--- config.mk ---
export PLATFORM = sky130hd
export DESIGN_NAME = logarithm
export DESIGN_NICKNAME = d
export VERILOG_FILES = /design/src/rtl/logarithm_pkg.sv /design/src/rtl/log_seg_rom.sv /design/src/rtl/logarithm.sv
export SDC_FILE = /design/constraint.sdc
export NUM_CORES = 1
export LEC_CHECK = 0
export BUFFER_PORTS_ARGS = -buffer_cell sky130_fd_sc_hd__buf_2
export CAP_MARGIN = 30
export CORE_AREA = 4 4 188 190
export CTS_BUF_LIST = sky130_fd_sc_hd__clkbuf_8
export DETAILED_ROUTE_END_ITERATION = 10
export DIE_AREA = 0 0 192 194
export GPL_TIMING_DRIVEN = 0
export PLACE_DENSITY_LB_ADDON = 0.2
export SYNTH_ARGS = -nofsm -noshare
export SYNTH_HDL_FRONTEND = slang
export SYNTH_SLANG_ARGS = --single-unit
--- constraint.sdc ---
create_clock -name clk -period 8.26 [get_ports clk]
set_input_delay 0.826 -clock clk [delete_from_list [all_inputs] [get_ports clk]]
set_output_delay 0.826 -clock clk [all_outputs]
set_load 0.05 [all_outputs]
--- src/rtl/logarithm_pkg.sv ---
// Shared widths, constants and the ln(1+m) table generator for the logarithm pipeline.
package logarithm_pkg;
    localparam int Y_WIDTH_INT  = 4;
    localparam int Y_WIDTH_FRAC = 12;
    localparam int X_WIDTH_INT  = 4;
    localparam int X_WIDTH_FRAC = 12;
    localparam int SEG_BITS     = 6;
    localparam int GUARD        = 4;

    localparam int YW           = Y_WIDTH_INT + Y_WIDTH_FRAC;
    localparam int XW           = X_WIDTH_INT + X_WIDTH_FRAC;
    localparam int LOG_SEG_BITS = SEG_BITS;
    localparam int SEGS         = 1 << SEG_BITS;
    localparam int LNF          = X_WIDTH_FRAC + GUARD;
    localparam int R_BITS       = YW - 1 - SEG_BITS;
    localparam int P_W          = $clog2(YW);
    localparam int K_W          = P_W + 1;
    localparam int S_W          = X_WIDTH_INT + 2 + LNF;
    localparam int T_W          = S_W - GUARD;
    localparam int LOG_LATENCY  = 5;
    // round(ln(2) * 2^LNF)
    localparam int LOG_LN2      = 45426;

    // ln(1 + seg/2^SEG_BITS) in LNF fraction bits, via 2*atanh(seg/(2^(SEG_BITS+1)+seg)).
    // Only ever called with constant arguments, so it folds into table constants.
    function automatic logic [LNF-1:0] ln_q(input int seg);
        longint t;
        longint t2;
        longint term;
        longint acc;
        t    = (longint'(seg) <<< 28) / longint'((2 << SEG_BITS) + seg);
        t2   = (t * t) >>> 28;
        term = t;
        acc  = 0;
        for (int n = 0; n < 12; n++) begin
            acc  = acc + term / longint'(2 * n + 1);
            term = (term * t2) >>> 28;
        end
        return LNF'(((acc <<< 1) + (longint'(1) <<< (27 - LNF))) >>> (28 - LNF));
    endfunction
endpackage

--- src/rtl/log_seg_rom.sv ---
// Registered segment ROM: seg -> {ln(1+seg/2^S), ln(1+(seg+1)/2^S) - ln(1+seg/2^S)}.
module log_seg_rom
    import logarithm_pkg::*;
(
    input  logic                clk,
    input  logic                reset,
    input  logic [SEG_BITS-1:0] seg,
    output logic [LNF-1:0]      base,
    output logic [LNF-1:0]      slope
);
    logic [LNF-1:0] base_tab  [SEGS];
    logic [LNF-1:0] slope_tab [SEGS];

    for (genvar g = 0; g < SEGS; g++) begin : g_rom
        localparam logic [LNF-1:0] BASE_G  = ln_q(g);
        localparam logic [LNF-1:0] SLOPE_G = ln_q(g + 1) - ln_q(g);
        assign base_tab[g]  = BASE_G;
        assign slope_tab[g] = SLOPE_G;
    end

    always_ff @(posedge clk or negedge reset) begin
        if (!reset) begin
            base  <= '0;
            slope <= '0;
        end else begin
            base  <= base_tab[seg];
            slope <= slope_tab[seg];
        end
    end
endmodule

--- src/rtl/logarithm.sv ---
// Five-stage pipelined x = ln(y): leading-one detect, normalise, ROM read,
// interpolate + k*ln2, sum/truncate/clamp.
module logarithm
    import logarithm_pkg::*;
(
    input  logic          clk,
    input  logic          reset,
    input  logic          data_valid,
    input  logic [YW-1:0] y,
    output logic [XW-1:0] x,
    output logic          new_result,
    output logic          zero_in,
    output logic          saturated
);
    // Handshake: a sample is taken on every rising edge where data_valid=1; exactly
    // LOG_LATENCY cycles later new_result=1 for one cycle with x/zero_in/saturated.
    // There is no backpressure. On bubbles new_result=0 and the outputs hold.
    localparam logic signed [S_W-1:0] LN2_S = S_W'(LOG_LN2);
    localparam logic signed [T_W-1:0] X_LO  = T_W'(-(2 ** (XW - 1)));
    localparam logic signed [T_W-1:0] X_HI  = T_W'(2 ** (XW - 1) - 1);
    localparam logic [XW-1:0]         X_MIN = {1'b1, {(XW - 1){1'b0}}};
    localparam logic [XW-1:0]         X_MAX = {1'b0, {(XW - 1){1'b1}}};

    logic                  s1_v, s1_zero;
    logic [YW-1:0]         s1_y;
    logic [P_W-1:0]        s1_p;
    logic                  s2_v, s2_zero;
    logic [SEG_BITS-1:0]   s2_seg;
    logic [R_BITS-1:0]     s2_r;
    logic [K_W-1:0]        s2_k;
    logic                  s3_v, s3_zero;
    logic [R_BITS-1:0]     s3_r;
    logic [K_W-1:0]        s3_k;
    logic                  s4_v, s4_zero;
    logic [LNF-1:0]        s4_lnm;
    logic signed [S_W-1:0] s4_kl;

    logic [P_W-1:0]        lod_p;
    logic [YW-2:0]         frac_c;
    logic [K_W-1:0]        k_c;
    logic [LNF-1:0]        base_q, slope_q;
    logic [LNF-1:0]        interp_c, lnm_c;
    logic signed [S_W-1:0] kl_c, sum_c;
    logic signed [T_W-1:0] st_c;
    logic [XW-1:0]         x_c;
    logic                  sat_c;

    always_comb begin
        lod_p = '0;
        for (int i = 0; i < YW; i++) begin
            if (y[i]) lod_p = P_W'(i);
        end
    end

    // The implicit leading one falls off the top; the rest is the fraction of m.
    assign frac_c = (YW - 1)'(s1_y << (P_W'(YW - 1) - s1_p));
    assign k_c    = K_W'({1'b0, s1_p}) - K_W'(Y_WIDTH_FRAC);

    log_seg_rom u_rom (
        .clk   (clk),
        .reset (reset),
        .seg   (s2_seg),
        .base  (base_q),
        .slope (slope_q)
    );

    assign interp_c = LNF'(({{LNF{1'b0}}, s3_r} * {{R_BITS{1'b0}}, slope_q}) >> R_BITS);
    assign lnm_c    = base_q + interp_c;
    assign kl_c     = $signed({{(S_W - K_W){s3_k[K_W-1]}}, s3_k}) * LN2_S;
    assign sum_c    = s4_kl + $signed({{(S_W - LNF){1'b0}}, s4_lnm});
    assign st_c     = T_W'(sum_c >>> GUARD);

    always_comb begin
        x_c   = st_c[XW-1:0];
        sat_c = 1'b0;
        if (st_c < X_LO) begin
            x_c   = X_MIN;
            sat_c = 1'b1;
        end else if (st_c > X_HI) begin
            x_c   = X_MAX;
            sat_c = 1'b1;
        end
    end

    always_ff @(posedge clk or negedge reset) begin
        if (!reset) begin
            s1_v <= 1'b0; s1_zero <= 1'b0; s1_y <= '0; s1_p <= '0;
            s2_v <= 1'b0; s2_zero <= 1'b0; s2_seg <= '0; s2_r <= '0; s2_k <= '0;
            s3_v <= 1'b0; s3_zero <= 1'b0; s3_r <= '0; s3_k <= '0;
            s4_v <= 1'b0; s4_zero <= 1'b0; s4_lnm <= '0; s4_kl <= '0;
            x <= '0; new_result <= 1'b0; zero_in <= 1'b0; saturated <= 1'b0;
        end else begin
            s1_v    <= data_valid;
            s1_zero <= (y == '0);
            s1_y    <= y;
            s1_p    <= lod_p;

            s2_v    <= s1_v;
            s2_zero <= s1_zero;
            s2_seg  <= frac_c[YW-2 -: SEG_BITS];
            s2_r    <= frac_c[R_BITS-1:0];
            s2_k    <= k_c;

            s3_v    <= s2_v;
            s3_zero <= s2_zero;
            s3_r    <= s2_r;
            s3_k    <= s2_k;

            s4_v    <= s3_v;
            s4_zero <= s3_zero;
            s4_lnm  <= lnm_c;
            s4_kl   <= kl_c;

            new_result <= s4_v;
            if (s4_v) begin
                x         <= s4_zero ? X_MIN : x_c;
                zero_in   <= s4_zero;
                saturated <= s4_zero ? 1'b0 : sat_c;
            end
        end
    end
endmodule

==> flow_metrics.py <==
metrics = {
    "sta": {
        "relSlewSlack": 0.465,
        "timing.final.ws_setup_ns": 1.68,
        "worst_pin_slew_ns": 0.803,
        "setup-violations-final": 0,
        "max_freq_mhz": 152,
        "fin_crit_ns": 6.58,
        "rsz0062_at_grt": "false",
        "finClkSkew_ns": 0.0158,
        "hold_viol": 0,
        "setup-tns-final_ns": 0,
        "drv_slew": 0,
        "fin_crit_sh": 0.797,
    },
    "clocking": {
        "cts_tree": "built",
        "clk_pin_slew_ns": 0.09,
        "clk_path_buf_depth": 2,
        "cts_resized": 0,
        "post_cts_buffers": 0,
        "hold_buffers": 0,
        "cts_made_buffers": 17,
        "cts.sinks": 142,
        "clock_latency_ns": 0.45,
        "cts-root-buf": "clkbuf_8",
        "htree_num_levels": 4,
    },
    "worst_setup_path": {
        "cp-end-kind": "flop",
        "reg2reg_to": "s4_lnm[15]",
        "r2r_cells": 24,
        "crit_type": "flop to flop",
        "r2r_slack_ns": 1.68,
        "start_kind": "flop",
        "crit_required_ns": 8.60,
        "worstReg2RegStart": "s3_r[2]",
        "worst-path-max-fanout": 10,
        "worst_ep_arrival_time_ns": 6.92,
    },
    "power_and_ir_drop": {
        "p_comb_frac": 0.730,
        "ir_drop_uv": 491,
        "p_clk_frac": 0.097,
        "powerDensity_nw_per_um2": 465,
        "sw_frac_of_total": 0.495,
        "finalPower_mw": 5.94,
        "p_int_mw": 3.00,
        "power.share.sequential": 0.174,
        "switching_power_mw": 2.94,
        "leakage_nw": 5.97,
    },
    "grt": {
        "grt_first_pass_wirelength_um": 53600,
        "grt_pass1_vias": 9540,
        "overflow": 0,
        "grt.total_usage": 0.183,
        "antenna_found_initial": 0,
        "grt_max_degree": 101,
    },
    "run": {
        "maxCapViolCount": 0,
    },
    "yosys": {
        "synth.net_count": 1449,
        "synth_area_sq_um": 11600,
        "yosysUniqueCellTypes": 74,
        "yosysMostFrequentCell": "dfrtp_1",
        "synth_top_area_frac": 0.306,
        "ys_seq_elements": 142,
        "synth-edff-count": 0,
        "yosys.area.top_type": "dfrtp_1",
        "yosysSeqAreaShare": 0.306,
        "synth_ff_type": "dfrtp_1",
        "postSynth.asyncResetShare": 1.00,
        "yosys-top-cells-count": "dfrtp_1 (142), inv_1 (119), ha_1 (114), nand2_1 (114), nor2_1 (92)",
        "yosysWarnings": 0,
        "yosys-top-cells-area": "dfrtp_1 (31%), ha_1 (12%), fa_1 (11%), inv_1 (3.9%), nand2_1 (3.7%)",
        "avgSynthCellArea_sq_um": 9.28,
        "syn-instance-count": 1250,
    },
    "routing": {
        "drc_errors": 0,
        "drtIter0Drc": 738,
        "viasPerCell": 5.30,
        "wl_per_cell_um": 19.0,
        "vias": 9357,
        "drt-pass1-iter-count": 5,
        "ant_nets": 0,
        "drt-total-wl_um": 33600,
    },
    "finish": {
        "fin_cells": 1766,
        "multi_input_area_sq_um": 7350,
        "fillers": 3401,
        "drive_above_1_share": 0.0797,
        "n_antenna_cell": 0,
        "syn_to_final_growth_pct": 10.2,
        "nNetsFinal": 1506,
        "seq_area_sq_um": 3550,
    },
    "placed_design": {
        "port_buffers": 37,
        "place_congestion": 0.947,
        "hpwlAfterDp_um": 25700,
        "post-place-ws_ns": 1.64,
        "dp_cells": 1736,
    },
    "floorplan": {
        "ios": 38,
        "floorplan.initialDensity": 0.347,
        "rows": 67,
        "die_y_um": 194,
        "die_w_um": 192,
        "die-area_sq_um": 37200,
        "core_area_sq_um": 33400,
    },
    "min_path": {
        "hold_path.class": "primary input to asynchronous set/reset pin",
    },
    "run_status": {
        "status": "finished clean",
    },
}
how the worst max path moves through the flow:
stage            start          to  slack [ns]  cells past startpoint
6_report       s3_r[2]  s4_lnm[15]        1.68                     24
5_1_grt        s3_r[2]  s4_lnm[15]        1.23                     22
4_1_cts        s3_r[2]  s4_lnm[15]        1.60                     24
3_5_place_dp   s3_r[8]  s4_lnm[15]        1.64                     21
3_3_place_gp   s3_r[2]  s4_lnm[15]        1.66                     22
2_1_floorplan  s3_r[2]  s4_lnm[15]        2.35                     24
worst max-delay path, cell delays in order, from the launching register on:
cell and delay, ns:
dfrtp_1 0.32, clkbuf_1 0.36, nand2_1 0.15, fa_1 0.55
inv_1 0.05, fa_1 0.49, inv_1 0.05, fa_1 0.48
inv_1 0.06, fa_1 0.49, ha_1 0.25, nor4_2 0.20
o41ai_2 0.20, a31oi_2 0.29, o31ai_1 0.14, o41a_1 0.38
or3_1 0.34, a31oi_2 0.24, xnor2_1 0.14, ha_1 0.34
nand2_1 0.09, o21a_1 0.21, a211oi_1 0.37, o2111ai_1 0.18
xnor2_1 0.15
power by group through the flow:
stage          Combinational (mW)  Sequential [mW]  Clock [mW]
2_1_floorplan                3.27             1.12           0
3_3_place_gp                 4.30             1.04           0
3_5_place_dp                 4.35             1.05           0
4_1_cts                      4.39             1.03       0.592
5_1_grt                      4.94             1.05       0.622
6_report                     4.33             1.03       0.573
cell type report:
cell class              instances  share of cell area
plain buffers                  62              0.0190
clock buffers                  17              0.0183
clock inverters                13              0.0131
inverters                     120              0.0352
multi-input cells             926               0.575
flip-flops and latches        142               0.278
well taps                     448              0.0439
repair buffers                 38              0.0171
sequential cells by signal, indices dropped and copies added, names as in the netlist, 4 cells and up:
signal       cells
s4_kl           21
u_rom.base      16
x               16
s1_y            15
s4_lnm          15
u_rom.slope     10
s2_r             9
s3_r             9
s2_seg           6
s2_k             5
s3_k             5
s1_p             4
cells in the final DEF, fill, tap and decap left out, types with 4 or more instances in the layout:
cell       count
o31ai_1        7
fa_1          66
xor2_1        16
mux4_2         7
clkbuf_8      17
o21bai_1      10
a21oi_1       85
a311oi_1      11
dfrtp_1      142
nand2_1      114
ha_1         114
buf_2         38
a211oi_1      22
and2_1        54
nand3_1       19
clkinv_4       4
nor4_1         4
nor2_1        92
mux2_2         8
nor2b_1       15
a21o_1        12
nand2b_1       9
a31oi_1       12
buf_1         15
or2_2          6
o21ai_0       69
inv_1        119
or3_1          4
o2bb2ai_1     16
o211ai_1      15
o311ai_0       7
o21ai_1        5
mux2i_1       18
nor3_1        23
and3_1         6
o21a_1         6
xnor2_1       29
clkbuf_1      43
per-stage QoR:
stage	hold slack, ns	util	instance area (sq um)
floorplan	0.331	-	11600
global placement	0.334	0.369	12300
CTS	0.276	0.382	12800
finish	0.286	0.382	12800
detailed placement	0.336	0.370	12400
global route	0.283	0.382	12800
logic make-up after synthesis:
family	synth area share
fa+ha+maj	0.237
mux	0.0369
other cells	0.000323
flops	0.306
xor+xnor	0.0340
simple gates	0.145
compound gates	0.180
buf+inv	0.0598
layer usage:
layer  GRT usage  vias up  part of all wire
met3      0.0293       62             0.056
met5           0        -                 0
li1            -     4413                 -
met1       0.252     4546              0.45
met2       0.294      336              0.47
met4      0.0586        0             0.028
Note: power is estimated with default switching activity, not from simulation.
